### config.mk
export PLATFORM = sky130hd
export DESIGN_NAME = hazard_scoreboard_flat
export DESIGN_NICKNAME = d
export VERILOG_FILES = /design/src/rtl/hazard_pkg.sv /design/src/rtl/hazard_scoreboard_if.sv /design/src/rtl/hazard_match.sv /design/src/rtl/hazard_scoreboard.sv /design/src/flat_wrapper.sv
export SDC_FILE = /design/constraint.sdc
export NUM_CORES = 1
export LEC_CHECK = 0
export ABC_AREA = 1
export CORE_UTILIZATION = 39
export DETAILED_ROUTE_END_ITERATION = 16
export PLACE_DENSITY_LB_ADDON = 0.15
export SLEW_MARGIN = 20
export SYNTH_ARGS = -nofsm -noshare
export SYNTH_HDL_FRONTEND = slang
export SYNTH_SLANG_ARGS = --single-unit
### constraint.sdc
create_clock -name clk -period 5.07 [get_ports clk]
set_input_delay 1.014 -clock clk [delete_from_list [all_inputs] [get_ports clk]]
set_output_delay 1.014 -clock clk [all_outputs]
set_load 0.1 [all_outputs]
### src/rtl/hazard_pkg.sv
// Shared definitions for the hazard scoreboard: forward-select codes,
// per-stage in-flight record, bubble constants and small helpers.
package hazard_pkg;

  localparam int HZ_AW = 5;  // register-address width
  localparam int HZ_TW = 2;  // Tuse/Tnew width

  // Forward-source select codes shared by the D- and E-stage muxes
  localparam logic [1:0] FWD_NONE = 2'd0;
  localparam logic [1:0] FWD_E    = 2'd1;
  localparam logic [1:0] FWD_M    = 2'd2;
  localparam logic [1:0] FWD_W    = 2'd3;

  // One in-flight instruction: where it writes, whether it writes, and
  // how many cycles remain until its result exists
  typedef struct packed {
    logic [HZ_AW-1:0] a3;
    logic             we;
    logic [HZ_TW-1:0] tnew;
  } stage_rec_t;

  // The E record also remembers the operands of the instruction in E,
  // so the E-stage forward selects can be produced here
  typedef struct packed {
    stage_rec_t       rec;
    logic [HZ_AW-1:0] rs;
    logic [HZ_AW-1:0] rt;
  } e_rec_t;

  localparam stage_rec_t REC_BUBBLE = '0;
  localparam e_rec_t     E_BUBBLE   = '0;

  // A record only produces a value if it writes a register other than $0
  function automatic logic is_producer(input stage_rec_t r);
    return r.we && (r.a3 != '0);
  endfunction

  // Tnew counts down by one per stage and stops at zero
  function automatic logic [HZ_TW-1:0] tnew_dec(input logic [HZ_TW-1:0] t);
    return (t == '0) ? '0 : t - 1'b1;
  endfunction

  // Record as it looks one stage further down the pipe
  function automatic stage_rec_t rec_advance(input stage_rec_t r);
    stage_rec_t n;
    n      = r;
    n.tnew = tnew_dec(r.tnew);
    return n;
  endfunction

endpackage

### src/rtl/hazard_scoreboard_if.sv
// Decode-side view of the hazard scoreboard: D-stage decode fields in,
// stall and forward selects out.
//
// Handshake: there is no valid/ready pair. The decoder presents its fields
// every cycle (a bubble is simply regwrite_d=0 with no operands used), and
// stall is the only back-pressure: while stall=1 the decoder must hold the
// same D-stage fields, and the scoreboard inserts a bubble into E.
interface hazard_scoreboard_if #(
  parameter int AW = 5,
  parameter int TW = 2
);
  logic [AW-1:0] rs_d;
  logic          rs_use_d;
  logic [TW-1:0] tuse_rs_d;
  logic [AW-1:0] rt_d;
  logic          rt_use_d;
  logic [TW-1:0] tuse_rt_d;
  logic [AW-1:0] a3_d;
  logic          regwrite_d;
  logic [TW-1:0] tnew_d;
  logic          stall;
  logic [1:0]    fwd_rs_d;
  logic [1:0]    fwd_rt_d;
  logic [1:0]    fwd_rs_e;
  logic [1:0]    fwd_rt_e;

  // Decoder / pipeline control side
  modport master (
    output rs_d, rs_use_d, tuse_rs_d, rt_d, rt_use_d, tuse_rt_d,
    output a3_d, regwrite_d, tnew_d,
    input  stall, fwd_rs_d, fwd_rt_d, fwd_rs_e, fwd_rt_e
  );

  // Scoreboard side
  modport slave (
    input  rs_d, rs_use_d, tuse_rs_d, rt_d, rt_use_d, tuse_rt_d,
    input  a3_d, regwrite_d, tnew_d,
    output stall, fwd_rs_d, fwd_rt_d, fwd_rs_e, fwd_rt_e
  );
endinterface

### src/rtl/hazard_match.sv
// Youngest-producer lookup for one operand address across the E, M and W
// records. The E record can be masked so the same block serves the
// E-stage operands, which only look at older stages.
module hazard_match
  import hazard_pkg::*;
(
  input  logic [HZ_AW-1:0] addr,
  input  logic             use_e,
  input  stage_rec_t       rec_e,
  input  stage_rec_t       rec_m,
  input  stage_rec_t       rec_w,
  output logic             hit,
  output logic [1:0]       stage,
  output logic [HZ_TW-1:0] tnew
);

  // Priority search E, M, W; $0 never matches, so older records are
  // shadowed by the first producer found
  always_comb begin
    hit   = 1'b0;
    stage = FWD_NONE;
    tnew  = '0;
    if (addr != '0) begin
      if (use_e && is_producer(rec_e) && (rec_e.a3 == addr)) begin
        hit   = 1'b1;
        stage = FWD_E;
        tnew  = rec_e.tnew;
      end else if (is_producer(rec_m) && (rec_m.a3 == addr)) begin
        hit   = 1'b1;
        stage = FWD_M;
        tnew  = rec_m.tnew;
      end else if (is_producer(rec_w) && (rec_w.a3 == addr)) begin
        hit   = 1'b1;
        stage = FWD_W;
        tnew  = rec_w.tnew;
      end
    end
  end

endmodule

### src/rtl/hazard_scoreboard.sv
// Hazard scoreboard: keeps one record per in-flight instruction in E, M
// and W, and from those records plus the D-stage decode fields produces
// the pipeline stall and the D- and E-stage forward selects. All outputs
// are combinational on the registered records and the current D inputs.
module hazard_scoreboard
  import hazard_pkg::*;
#(
  parameter int AW = HZ_AW,
  parameter int TW = HZ_TW
) (
  input  logic             clk,
  input  logic             reset,
  hazard_scoreboard_if.slave sb
);

  e_rec_t     rec_e;
  stage_rec_t rec_m;
  stage_rec_t rec_w;

  logic          rs_d_hit, rt_d_hit, rs_e_hit, rt_e_hit;
  logic [1:0]    rs_d_stage, rt_d_stage, rs_e_stage, rt_e_stage;
  logic [TW-1:0] rs_d_tnew, rt_d_tnew, rs_e_tnew, rt_e_tnew;
  logic          stall_rs, stall_rt, stall_all;
  e_rec_t        e_next;

  // D-stage operands see all three stages
  hazard_match u_match_rs_d (
    .addr  (sb.rs_d),
    .use_e (1'b1),
    .rec_e (rec_e.rec),
    .rec_m (rec_m),
    .rec_w (rec_w),
    .hit   (rs_d_hit),
    .stage (rs_d_stage),
    .tnew  (rs_d_tnew)
  );

  hazard_match u_match_rt_d (
    .addr  (sb.rt_d),
    .use_e (1'b1),
    .rec_e (rec_e.rec),
    .rec_m (rec_m),
    .rec_w (rec_w),
    .hit   (rt_d_hit),
    .stage (rt_d_stage),
    .tnew  (rt_d_tnew)
  );

  // E-stage operands cannot forward from themselves, so E is masked
  hazard_match u_match_rs_e (
    .addr  (rec_e.rs),
    .use_e (1'b0),
    .rec_e (rec_e.rec),
    .rec_m (rec_m),
    .rec_w (rec_w),
    .hit   (rs_e_hit),
    .stage (rs_e_stage),
    .tnew  (rs_e_tnew)
  );

  hazard_match u_match_rt_e (
    .addr  (rec_e.rt),
    .use_e (1'b0),
    .rec_e (rec_e.rec),
    .rec_m (rec_m),
    .rec_w (rec_w),
    .hit   (rt_e_hit),
    .stage (rt_e_stage),
    .tnew  (rt_e_tnew)
  );

  // Stall when the youngest producer of a used operand is not ready by the
  // time that operand is consumed (unsigned compare at width TW)
  always_comb begin
    stall_rs  = sb.rs_use_d && rs_d_hit && (rs_d_tnew > sb.tuse_rs_d);
    stall_rt  = sb.rt_use_d && rt_d_hit && (rt_d_tnew > sb.tuse_rt_d);
    stall_all = stall_rs | stall_rt;
  end

  // Forward selects: only a ready (tnew=0) youngest producer is a source;
  // while stalling the D-stage selects are held at NONE
  always_comb begin
    sb.stall    = stall_all;
    sb.fwd_rs_d = FWD_NONE;
    sb.fwd_rt_d = FWD_NONE;
    sb.fwd_rs_e = FWD_NONE;
    sb.fwd_rt_e = FWD_NONE;
    if (!stall_all && rs_d_hit && (rs_d_tnew == '0)) sb.fwd_rs_d = rs_d_stage;
    if (!stall_all && rt_d_hit && (rt_d_tnew == '0)) sb.fwd_rt_d = rt_d_stage;
    if (rs_e_hit && (rs_e_tnew == '0))               sb.fwd_rs_e = rs_e_stage;
    if (rt_e_hit && (rt_e_tnew == '0))               sb.fwd_rt_e = rt_e_stage;
  end

  // Record entering E: the D instruction, or a bubble when it is held in D
  always_comb begin
    e_next          = E_BUBBLE;
    if (!stall_all) begin
      e_next.rec.a3   = sb.a3_d;
      e_next.rec.we   = sb.regwrite_d;
      e_next.rec.tnew = sb.tnew_d;
      e_next.rs       = sb.rs_d;
      e_next.rt       = sb.rt_d;
    end
  end

  // Pipeline advance; reset wipes every record, including a stalled producer
  always_ff @(posedge clk) begin
    if (reset) begin
      rec_e <= E_BUBBLE;
      rec_m <= REC_BUBBLE;
      rec_w <= REC_BUBBLE;
    end else begin
      rec_e <= e_next;
      rec_m <= rec_advance(rec_e.rec);
      rec_w <= rec_advance(rec_m);
    end
  end

endmodule

### src/flat_wrapper.sv
// flat-port wrapper written by rule: the top's interface ports become plain ports
module hazard_scoreboard_flat import hazard_pkg::*;
#(
  parameter int AW = HZ_AW,
  parameter int TW = HZ_TW
)
  (clk, reset, sb_rs_d, sb_rs_use_d, sb_tuse_rs_d, sb_rt_d, sb_rt_use_d, sb_tuse_rt_d, sb_a3_d, sb_regwrite_d, sb_tnew_d, sb_stall, sb_fwd_rs_d, sb_fwd_rt_d, sb_fwd_rs_e, sb_fwd_rt_e);
  hazard_scoreboard_if #(.AW(AW), .TW(TW)) sb_i ();
  input  logic clk;
  input  logic reset;
  input wire logic [$bits(sb_i.rs_d)-1:0] sb_rs_d;
  input wire logic [$bits(sb_i.rs_use_d)-1:0] sb_rs_use_d;
  input wire logic [$bits(sb_i.tuse_rs_d)-1:0] sb_tuse_rs_d;
  input wire logic [$bits(sb_i.rt_d)-1:0] sb_rt_d;
  input wire logic [$bits(sb_i.rt_use_d)-1:0] sb_rt_use_d;
  input wire logic [$bits(sb_i.tuse_rt_d)-1:0] sb_tuse_rt_d;
  input wire logic [$bits(sb_i.a3_d)-1:0] sb_a3_d;
  input wire logic [$bits(sb_i.regwrite_d)-1:0] sb_regwrite_d;
  input wire logic [$bits(sb_i.tnew_d)-1:0] sb_tnew_d;
  output wire logic [$bits(sb_i.stall)-1:0] sb_stall;
  output wire logic [$bits(sb_i.fwd_rs_d)-1:0] sb_fwd_rs_d;
  output wire logic [$bits(sb_i.fwd_rt_d)-1:0] sb_fwd_rt_d;
  output wire logic [$bits(sb_i.fwd_rs_e)-1:0] sb_fwd_rs_e;
  output wire logic [$bits(sb_i.fwd_rt_e)-1:0] sb_fwd_rt_e;
  assign sb_i.rs_d = sb_rs_d;
  assign sb_i.rs_use_d = sb_rs_use_d;
  assign sb_i.tuse_rs_d = sb_tuse_rs_d;
  assign sb_i.rt_d = sb_rt_d;
  assign sb_i.rt_use_d = sb_rt_use_d;
  assign sb_i.tuse_rt_d = sb_tuse_rt_d;
  assign sb_i.a3_d = sb_a3_d;
  assign sb_i.regwrite_d = sb_regwrite_d;
  assign sb_i.tnew_d = sb_tnew_d;
  assign sb_stall = sb_i.stall;
  assign sb_fwd_rs_d = sb_i.fwd_rs_d;
  assign sb_fwd_rt_d = sb_i.fwd_rt_d;
  assign sb_fwd_rs_e = sb_i.fwd_rs_e;
  assign sb_fwd_rt_e = sb_i.fwd_rt_e;
  hazard_scoreboard #(.AW(AW), .TW(TW)) u_core (.clk(clk), .reset(reset), .sb(sb_i));
endmodule
==> results of run 1 <==
-- report_power, final --
group | internal (mW) | switching, mW
logic | 0.0564 | 0.0609
registers | 0.280 | 0.0170
clock network | 0.0941 | 0.0950
total | 0.431 | 0.173
-- critical path: stages --
cell                              delay, ns
sky130_fd_sc_hd__clkdlybuf4s50_1       0.61
sky130_fd_sc_hd__inv_1                 0.13
sky130_fd_sc_hd__nand2_1               0.10
sky130_fd_sc_hd__nand2_1               0.06
sky130_fd_sc_hd__nor2_1                0.09
sky130_fd_sc_hd__nand3_1               0.08
sky130_fd_sc_hd__nor2_1                0.24
sky130_fd_sc_hd__nand3_1               0.11
sky130_fd_sc_hd__nand2_1               0.08
sky130_fd_sc_hd__nand2_1               0.06
sky130_fd_sc_hd__inv_1                 0.06
sky130_fd_sc_hd__ha_1                  0.23
sky130_fd_sc_hd__a21oi_1               0.15
sky130_fd_sc_hd__nor2_1                0.08
sky130_fd_sc_hd__nand2_2               0.08
sky130_fd_sc_hd__nand3_1               0.12
sky130_fd_sc_hd__nor3_2                0.28
sky130_fd_sc_hd__buf_12                0.21
-- kinds of logic after synthesis --
kind of cell	synth area share [%]
flip-flops	28.59
adder cells (fa/ha/maj)	3.153
AO/OA/AOI/OAI	1.997
buffers and inverters	14.61
XOR/XNOR	16.92
AND/OR/NAND/NOR	34.74
-- synthesized netlist by cell type (all sizes together) --
master / instances
nor2: 56
nand3b: 2
a21oi: 6
or2: 2
xor2: 19
nand4: 8
o32ai: 2
nand2: 62
clkbuf: 1
ha: 6
xnor2: 27
buf: 16
nand3: 20
inv: 53
nor3: 10
dfxtp: 34
-- area by class of cell --
type / instances / area [sq um]
tap: 75 / 93.84
fill: 598 / 3087
clock inverter: 1 / 7.507
timing repair buffer: 35 / 402.9
clock buffer: 6 / 72.57
sequential: 34 / 680.7
inverter: 53 / 201.4
multi-input combinational: 220 / 1375
-- state kept, by name (all words and copies together) (netlist names) --
signal,flops
u_core.rec_e,18
u_core.rec_w,8
u_core.rec_m,8
-- final timing paths --
path,startpoint,end,slack (ns),cells past startpoint
worst min register to register,u_core.rec_e[12]$_SDFF_PP0_,u_core.rec_m[2]$_SDFF_PP0_,0.42,2
worst min-delay path,u_core.rec_e[12]$_SDFF_PP0_,u_core.rec_m[2]$_SDFF_PP0_,0.42,2
worst max-delay path,sb_rs_d[2],sb_fwd_rt_d[0],0.28,18
worst max register to register,u_core.rec_m[3]$_SDFF_PP0_,u_core.rec_e[9]$_SDFF_PP0_,2.05,20
-- stage by stage --
| step | hold slack (ns) | setup WS [ns] | power [mW] | utilization, % | setup TNS, ns |
|---|---|---|---|---|---|
| 2_1_floorplan | 0.3992 | -0.6340 | 0.3874 | - | -1.268 |
| 3_3_place_gp | 0.4091 | 0.2536 | 0.4210 | 46.22 | 0 |
| 3_5_place_dp | 0.4129 | 0.1388 | 0.4216 | 46.22 | 0 |
| 4_1_cts | 0.4236 | 0.1326 | 0.6107 | 47.57 | 0 |
| 5_1_grt | 0.4653 | 0.008490 | 0.6367 | 47.87 | 0 |
| 6_report | 0.4225 | 0.2824 | 0.6037 | 47.87 | 0 |
-- metal layers --
| metal | up-vias | share of wire, % | global-route usage [%] | wire length, microns |
|---|---|---|---|---|
| li1 | 1027 | - | - | - |
| met1 | 808 | 49 | 23.23 | 2433 |
| met2 | 41 | 45 | 28.46 | 2219 |
| met3 | 5 | 5.4 | 4.205 | 267 |
| met4 | 0 | 1.1 | 5.536 | 54 |
| met5 | - | 0 | 0 | 0 |
-- what timing repair did --
action	4_1_cts	5_1_grt
gates resized for setup	0	5
setup endpoints to repair	0	2
hold buffers	0	0
==> results.toml, run 1 <==
[timing]
timing_worst_slew_pin_value_ns = 0.9711
final.period_utilization_pct = 94.43
finalSetupViolCount = 0
final-hold-violation-count = 0
relSlewSlack_pct = 35.06
fin_crit_ns = 4.788
finalMaxSlewViolations = 0
achievable-frequency_ghz = 0.2089
fin_skew_ns = 0.01188
rsz0062_at_grt = "no"

[clock_network]
clock_tree_root = "sky130_fd_sc_hd__clkbuf_8"
post-cts-setup-buffer-count = 0
clk-insertion-delay-late_ns = 0.29
cts.reportedPaths.clkPinSlew_ns = 0.07
cts-buffers-inserted = 5
ctsHtreeMaxLevel = 2
cts_tree = "done"
cts.sink_count = 34
cts_max_path_buffers = 2

[floorplan]
coreArea_sq_um = 5921
floorplan.die.height_microns = 80.14
initial_utilization_pct = 40.22
die_area_sq_um = 6422
num_rows = 28
boundaryPins = 35
die_width_microns = 80.14

[placement]
post-place-cells = 417
gpl.final_weighted_congestion = 0.8069
dp.final_hpwl_microns = 4013
numPortBuffers = 34
postPlaceCellArea_sq_um = 2736

[worst_setup_path]
critPathKind = "input pin to primary output"
setup.worst_path.end_class = "primary output"
critPathRequiredTime_ns = 4.06
worstPathMaxFanout = 4
worst_setup_path_start_kind = "input pin"
critical_path_arrival_ns = 3.77

[routing]
via_count = 1881
detail_route.drc_violations = 0
drt_wl_total_microns = 4974
viasPerCell = 4.436
detail_route.iter0.violations = 61
detail_route.wl_per_cell_microns = 11.73
route.antenna.remaining_nets = 0
drt_first_pass_iters = 4

[pwr]
powerDensity_nw_per_um2 = 213.0
ir_worst_vdd_mv = 0.1058
p_leak_nw = 1.332

[logic_synthesis]
synth.yosys.seq_area_share_pct = 28.59
netlist_top_cells_area = "sky130_fd_sc_hd__dfxtp_1 (29%), sky130_fd_sc_hd__xnor2_1 (9.9%), sky130_fd_sc_hd__nand2_1 (9.0%)"
synth_cell_types = 27
synth.yosys.warnings = 0
net_count_of_the_mapped_netlist = 356
netlist.area_leader.share_pct = 28.59
yosys_register_bits = 34
postSynthAreaPerCell_sq_um = 7.349
synthesis.area_sq_um = 2381
instance_count_of_the_mapped_netlist = 324
yosys.area.top_type = "sky130_fd_sc_hd__dfxtp_1"

[run_status]
outcome = "finished, final reports clean"

[cells_and_area]
drive_above_1_share_pct = 15.19
commonest_non_fill_non_tap_cell_in_the_layout = "sky130_fd_sc_hd__nand2_1"
instances_no_fill = 424
flow.area_growth_from_synthesis_pct = 19.02
most-common-layout-cells = "sky130_fd_sc_hd__nand2_1 (57), sky130_fd_sc_hd__inv_1 (47), sky130_fd_sc_hd__nor2_1 (39)"
antenna-diode-count = 0
postLayoutCellArea_sq_um = 2834
final_net_count = 381

[flow_run]
maxCapViolations = 0

[global_routing]
grt_max_degree = 19
first_global_vias = 1852
initial_antenna_violation_count = 0
groute.usage.overall_pct = 17.69
grt.overflow.total = 0
grt_first_pass_wirelength_microns = 8535

[min_path]
worst_hold_path_type = "flop to flop"
(Power assumes the default switching activity.)
==> run 2: changes to the inputs <==
--- a/config.mk
+++ b/config.mk
@@ -6,6 +6,7 @@
 export NUM_CORES = 1
 export LEC_CHECK = 0
 export ABC_AREA = 1
+export CAP_MARGIN = 40
 export CORE_UTILIZATION = 39
 export DETAILED_ROUTE_END_ITERATION = 16
 export PLACE_DENSITY_LB_ADDON = 0.15
==> results.toml, run 2 (synthesized netlist as in run 1, its figures left out) <==
[cells_and_area]
flow.area_growth_from_synthesis_pct = 22.18
final_net_count = 385
max_flop_register = "u_core.rec_e"
most-common-layout-cells = "sky130_fd_sc_hd__nand2_1 (57), sky130_fd_sc_hd__inv_1 (47), sky130_fd_sc_hd__nor2_1 (39)"
filler_cell_count = 593
commonest_non_fill_non_tap_cell_in_the_layout = "sky130_fd_sc_hd__nand2_1"
layout_top_registers = "u_core.rec_e x18, u_core.rec_m x8, u_core.rec_w x8"
largest_register_ffs = 18
drive_above_1_share_pct = 16.38
instances_no_fill = 429
antenna-diode-count = 0

[clock_network]
cts.sink_count = 34
cts-buffers-inserted = 5
number_of_instances_resized_during_post_cts_repair = 0
ctsHtreeMaxLevel = 2
cts.hold.buffers_added = 0
cts.reportedPaths.clkPinSlew_ns = 0.07
post-cts-setup-buffer-count = 0
clk-insertion-delay-late_ns = 0.29
clock_tree_root = "sky130_fd_sc_hd__clkbuf_8"
cts_tree = "done"
cts_max_path_buffers = 2

[routing]
viasPerCell = 4.473
detail_route.wl_per_cell_microns = 11.85
route.antenna.remaining_nets = 0
via_count = 1919
detail_route.drc_violations = 0
drt_wl_total_microns = 5085
detail_route.iter0.violations = 87
drt_first_pass_iters = 4

[pwr]
powerDensity_nw_per_um2 = 214.5
ir_worst_vdd_mv = 0.1391
power.sequential.fraction_pct = 47.6
p_switching_mw = 0.1768
power_switching_share_pct = 28.34
power_frac_comb_pct = 19.1
p_leak_nw = 1.366
finalPower_mw = 0.6240
share_clk_of_total_power_pct = 33.3
internal_portion_of_total_power_mw = 0.4471

[floorplan]
initial_utilization_pct = 40.22
floorplan.die.height_microns = 80.14
coreArea_sq_um = 5921
boundaryPins = 35
die_area_sq_um = 6422
num_rows = 28
die_width_microns = 80.14

[worst_setup_path]
setup.worst_path.end_class = "primary output"
worstPathMaxFanout = 5
critPathKind = "input pin to primary output"
critical_path_arrival_ns = 3.76
critPathRequiredTime_ns = 4.06
worst_setup_path_start_kind = "input pin"

[global_routing]
grt_max_degree = 19
initial_antenna_violation_count = 0
grt_first_pass_wirelength_microns = 8742
grt.overflow.total = 0
first_global_vias = 1842
groute.usage.overall_pct = 18.13

[timing]
final.period_utilization_pct = 94.21
rsz0062_at_grt = "no"
relSlewSlack_pct = 52.08
fin_crit_ns = 4.776
finalWorstSetupSlack_ns = 0.2937
final-hold-violation-count = 0
timing_worst_slew_pin_value_ns = 0.7165
finalMaxSlewViolations = 0
finalSetupViolCount = 0
achievable-frequency_ghz = 0.2094
fin_skew_ns = 0.004346

[placement]
numPortBuffers = 34
pre_cts_ws_ns = 0.1259
dp.final_hpwl_microns = 4063
post-place-cells = 421
gpl.final_weighted_congestion = 0.8069

[min_path]
worst_hold_path_type = "flop to flop"

[flow_run]
maxCapViolations = 0

[run_status]
outcome = "finished, final reports clean"
[run 2: changes by cell type in the layout (fill, tap and decap cells not counted), sizes merged]
cell and change:
dlymetal6s2s -1, clkdlybuf4s50 +1, buf +4, clkinv +1
clkbuf +1, clkinvlp -1
[run 2: final timing paths]
check	startpoint	endpoint	slack [ns]	cells after the start
worst max register to register	u_core.rec_m[3]$_SDFF_PP0_	u_core.rec_e[9]$_SDFF_PP0_	2.08	20
worst min register to register	u_core.rec_e[12]$_SDFF_PP0_	u_core.rec_m[2]$_SDFF_PP0_	0.42	2
worst max-delay path	sb_rt_d[0]	sb_fwd_rs_d[1]	0.29	20
worst min-delay path	u_core.rec_e[12]$_SDFF_PP0_	u_core.rec_m[2]$_SDFF_PP0_	0.42	2
[run 2: per-layer routing]
metal	global-route usage, %	wire, microns	up-vias
met5	0	0	-
met4	6.250	69	0
met3	3.977	202	6
met2	28.38	2280	38
met1	24.40	2534	843
li1	-	-	1032
[run 2: area by class of cell]
class	count	area (sq um)	area share [%]
clock inverters	1	5.005	0.1720
multi-input cells	220	1381	47.48
flip-flops and latches	34	680.7	23.40
well taps	75	93.84	3.226
repair buffers	39	460.4	15.83
clock buffers	7	86.33	2.968
inverters	53	201.4	6.925
[run 2: through the flow]
stage | instance area [sq um] | TNS (ns) | hold slack (ns) | util (%)
after floorplan | 2391 | -1.268 | 0.3992 | -
after global placement | 2736 | 0 | 0.4091 | 46.22
after detailed placement | 2796 | 0 | 0.4110 | 47.23
after CTS | 2888 | 0 | 0.4211 | 48.77
after global routing | 2909 | 0 | 0.4554 | 49.13
final | 2909 | 0 | 0.4198 | 49.13
[run 2: power by group through the flow]
stage / Sequential [mW] / Combinational, mW / Clock [mW]
2_1_floorplan: 0.294 / 0.0930 / 0
3_3_place_gp: 0.303 / 0.118 / 0
3_5_place_dp: 0.303 / 0.120 / 0
4_1_cts: 0.297 / 0.120 / 0.213
5_1_grt: 0.299 / 0.132 / 0.229
6_report: 0.297 / 0.119 / 0.207
[run 2: worst max-delay path: stages]
cell                              delay [ns]
sky130_fd_sc_hd__clkdlybuf4s50_1        0.61
sky130_fd_sc_hd__xnor2_1                0.15
sky130_fd_sc_hd__nand2_1                0.10
sky130_fd_sc_hd__nor2_2                 0.16
sky130_fd_sc_hd__nand3_2                0.15
sky130_fd_sc_hd__nand3_1                0.12
sky130_fd_sc_hd__nand2_1                0.05
sky130_fd_sc_hd__nand2_1                0.07
sky130_fd_sc_hd__inv_1                  0.04
sky130_fd_sc_hd__ha_1                   0.28
sky130_fd_sc_hd__inv_1                  0.06
sky130_fd_sc_hd__nor2_1                 0.04
sky130_fd_sc_hd__nor2_1                 0.08
sky130_fd_sc_hd__a21oi_1                0.05
sky130_fd_sc_hd__nand2_1                0.07
sky130_fd_sc_hd__inv_1                  0.05
sky130_fd_sc_hd__nand2_2                0.07
sky130_fd_sc_hd__nand3_1                0.14
sky130_fd_sc_hd__nor3_4                 0.25
sky130_fd_sc_hd__buf_12                 0.20
==> run 3: changes to the inputs <==
--- a/config.mk
+++ b/config.mk
@@ -7,6 +7,7 @@
 export LEC_CHECK = 0
 export ABC_AREA = 1
 export CAP_MARGIN = 40
+export CORE_MARGIN = 3
 export CORE_UTILIZATION = 39
 export DETAILED_ROUTE_END_ITERATION = 16
 export PLACE_DENSITY_LB_ADDON = 0.15
==> results.toml, run 3 (synthesized netlist as in run 1, its figures left out) <==
[routing]
detail_route.wl_per_cell_microns = 11.69
drt_first_pass_iters = 4
viasPerCell = 4.475
detail_route.drc_violations = 0
route.antenna.remaining_nets = 0
via_count = 1902
detail_route.iter0.violations = 75
drt_wl_total_microns = 4969

[clock_network]
cts.sink_count = 34
post-cts-setup-buffer-count = 0
cts_tree = "done"
cts_max_path_buffers = 2
cts.reportedPaths.clkPinSlew_ns = 0.07
ctsHtreeMaxLevel = 2
clock_tree_root = "sky130_fd_sc_hd__clkbuf_8"
cts-buffers-inserted = 5
clk-insertion-delay-late_ns = 0.28

[worst_setup_path]
setup.worst_path.end_class = "primary output"
cpLargestDelayFamily = "simple AND/OR/NAND/NOR gates"
worst_setup_path_start_kind = "input pin"
critPathMostFrequentCell = "sky130_fd_sc_hd__nand2_1"
critPathKind = "input pin to primary output"
critical_path_arrival_ns = 3.78
worstPathMaxFanout = 5
crit_buf_inv = 5
critical_path.max_stage_delay_ns = 0.62
crit_slowest_cell = "sky130_fd_sc_hd__clkdlybuf4s50_1"
critPathRequiredTime_ns = 4.06
setup.reg_to_reg.worst_slack_ns = 2.14
path_cells = "clkdlybuf4s50_1 > xnor2_1 > nand2_1 > nor2_1 > nand3_2 > nand3_1 > nand2_1 > nand2_1 > inv_1 > ha_1 > inv_1 > nor2_1 > nor2_1 > a21oi_1 > nand2_1 > inv_1 > nand2_2 > nand3_1 > nor3_2 > buf_12"

[pwr]
powerDensity_nw_per_um2 = 207.6
share_clk_of_total_power_pct = 30.9
internal_portion_of_total_power_mw = 0.4296
power.sequential.fraction_pct = 49.8
p_leak_nw = 1.358
power_switching_share_pct = 28.31
ir_worst_vdd_mv = 0.1425
p_switching_mw = 0.1696
power_frac_comb_pct = 19.4

[placement]
gpl.final_weighted_congestion = 0.8049
numPortBuffers = 34
postPlaceCellArea_sq_um = 2793
dp.final_hpwl_microns = 4047

[cells_and_area]
postLayoutCellArea_sq_um = 2887
final_net_count = 385
most-common-layout-cells = "sky130_fd_sc_hd__nand2_1 (57), sky130_fd_sc_hd__inv_1 (47), sky130_fd_sc_hd__nor2_1 (39)"
drive_above_1_share_pct = 16.43
commonest_non_fill_non_tap_cell_in_the_layout = "sky130_fd_sc_hd__nand2_1"
postLayoutCoreUtil_pct = 50.56
layout_top_registers = "u_core.rec_e x18, u_core.rec_m x8, u_core.rec_w x8"
filler_cell_count = 564
max_flop_register = "u_core.rec_e"
flow.area_growth_from_synthesis_pct = 21.23
largest_register_ffs = 18
antenna-diode-count = 0

[run_status]
outcome = "finished, final reports clean"

[global_routing]
first_global_vias = 1838
groute.usage.overall_pct = 14.56
grt.overflow.total = 0
grt_first_pass_wirelength_microns = 8211
grt_max_degree = 19
initial_antenna_violation_count = 0

[floorplan]
coreArea_sq_um = 5709
num_rows = 27
die_width_microns = 84.14
floorplan.die.height_microns = 84.14
die_area_sq_um = 7079
initial_utilization_pct = 41.71
boundaryPins = 35

[timing]
relSlewSlack_pct = 56.03
finalMaxSlewViolations = 0
rsz0062_at_grt = "no"
finalSetupViolCount = 0
final.period_utilization_pct = 94.63
fin_crit_ns = 4.798
fin_skew_ns = 0.002417
timing_worst_slew_pin_value_ns = 0.6575
final-hold-violation-count = 0
achievable-frequency_ghz = 0.2084

[min_path]
worst_hold_path_type = "flop to flop"

[flow_run]
maxCapViolations = 0
[run 3: cell count changes in the layout (fill, tap and decap cells not counted), sizes merged]
cell    before  now
clkbuf       7    5
clkinv       1    2
[run 3: final timing paths]
path / start / endpoint / depth (start not counted)
max: sb_rt_d[0] / sb_fwd_rs_d[0] / 20
min: u_core.rec_e[12]$_SDFF_PP0_ / u_core.rec_m[2]$_SDFF_PP0_ / 2
max reg2reg: u_core.rec_m[3]$_SDFF_PP0_ / u_core.rec_e[16]$_SDFF_PP0_ / 20
min reg2reg: u_core.rec_e[12]$_SDFF_PP0_ / u_core.rec_m[2]$_SDFF_PP0_ / 2
[run 3: layout make-up]
cell class              instances  area, sq um  share of cell area [%]
repair buffers                 39        460.4                   15.95
inverters                      53        201.4                   6.979
multi-input cells             220         1375                   47.64
well taps                      72        90.09                   3.121
clock inverters                 2        10.01                  0.3468
clock buffers                   5        68.82                   2.384
flip-flops and latches         34        680.7                   23.58
[run 3: per-layer routing]
metal / vias to the layer above / track usage (%) / part of all wire [%]
met1: 834 / 18.88 / 49
li1: 1031 / - / -
met2: 32 / 24.68 / 47
met4: 0 / 3.509 / 0.89
met3: 5 / 3.042 / 4.0
met5: - / 0 / 0
[run 3: worst register-to-register path, delay by kind of cell, from the launching register on]
kind	cells	cell delay [ns]
buffers and inverters	4	0.49
adders and majority gates	1	0.28
xor gates and xnor gates	1	0.17
AOI/OAI and AO/OA	1	0.11
and+or+nand+nor	13	1.18
DFF	1	0.60
[run 3: through the flow]
step | cells | setup slack [ns] | TNS [ns] | hold slack (ns) | total power [mW]
2_1_floorplan | 324 | -0.6340 | -1.268 | 0.3992 | 0.3874
3_3_place_gp | 414 | 0.2935 | 0 | 0.4132 | 0.4189
3_5_place_dp | 418 | 0.2088 | 0 | 0.4147 | 0.4211
4_1_cts | 425 | 0.2074 | 0 | 0.4250 | 0.6062
5_1_grt | 425 | 0.01970 | 0 | 0.4299 | 0.6288
6_report | 425 | 0.2723 | 0 | 0.4222 | 0.5992
[run 3: power groups by stage]
stage | sequential [mW] | combinational [mW] | clock, mW
global route | 0.300 | 0.130 | 0.199
finish | 0.298 | 0.116 | 0.185
detailed placement | 0.304 | 0.117 | 0
floorplan | 0.294 | 0.0930 | 0
CTS | 0.298 | 0.117 | 0.191
global placement | 0.304 | 0.115 | 0
[run 3: what timing repair did]
item | in CTS | in global routing
resized for setup | 0 | 4
hold buffers | 0 | 0
setup endpoints to repair | 0 | 2
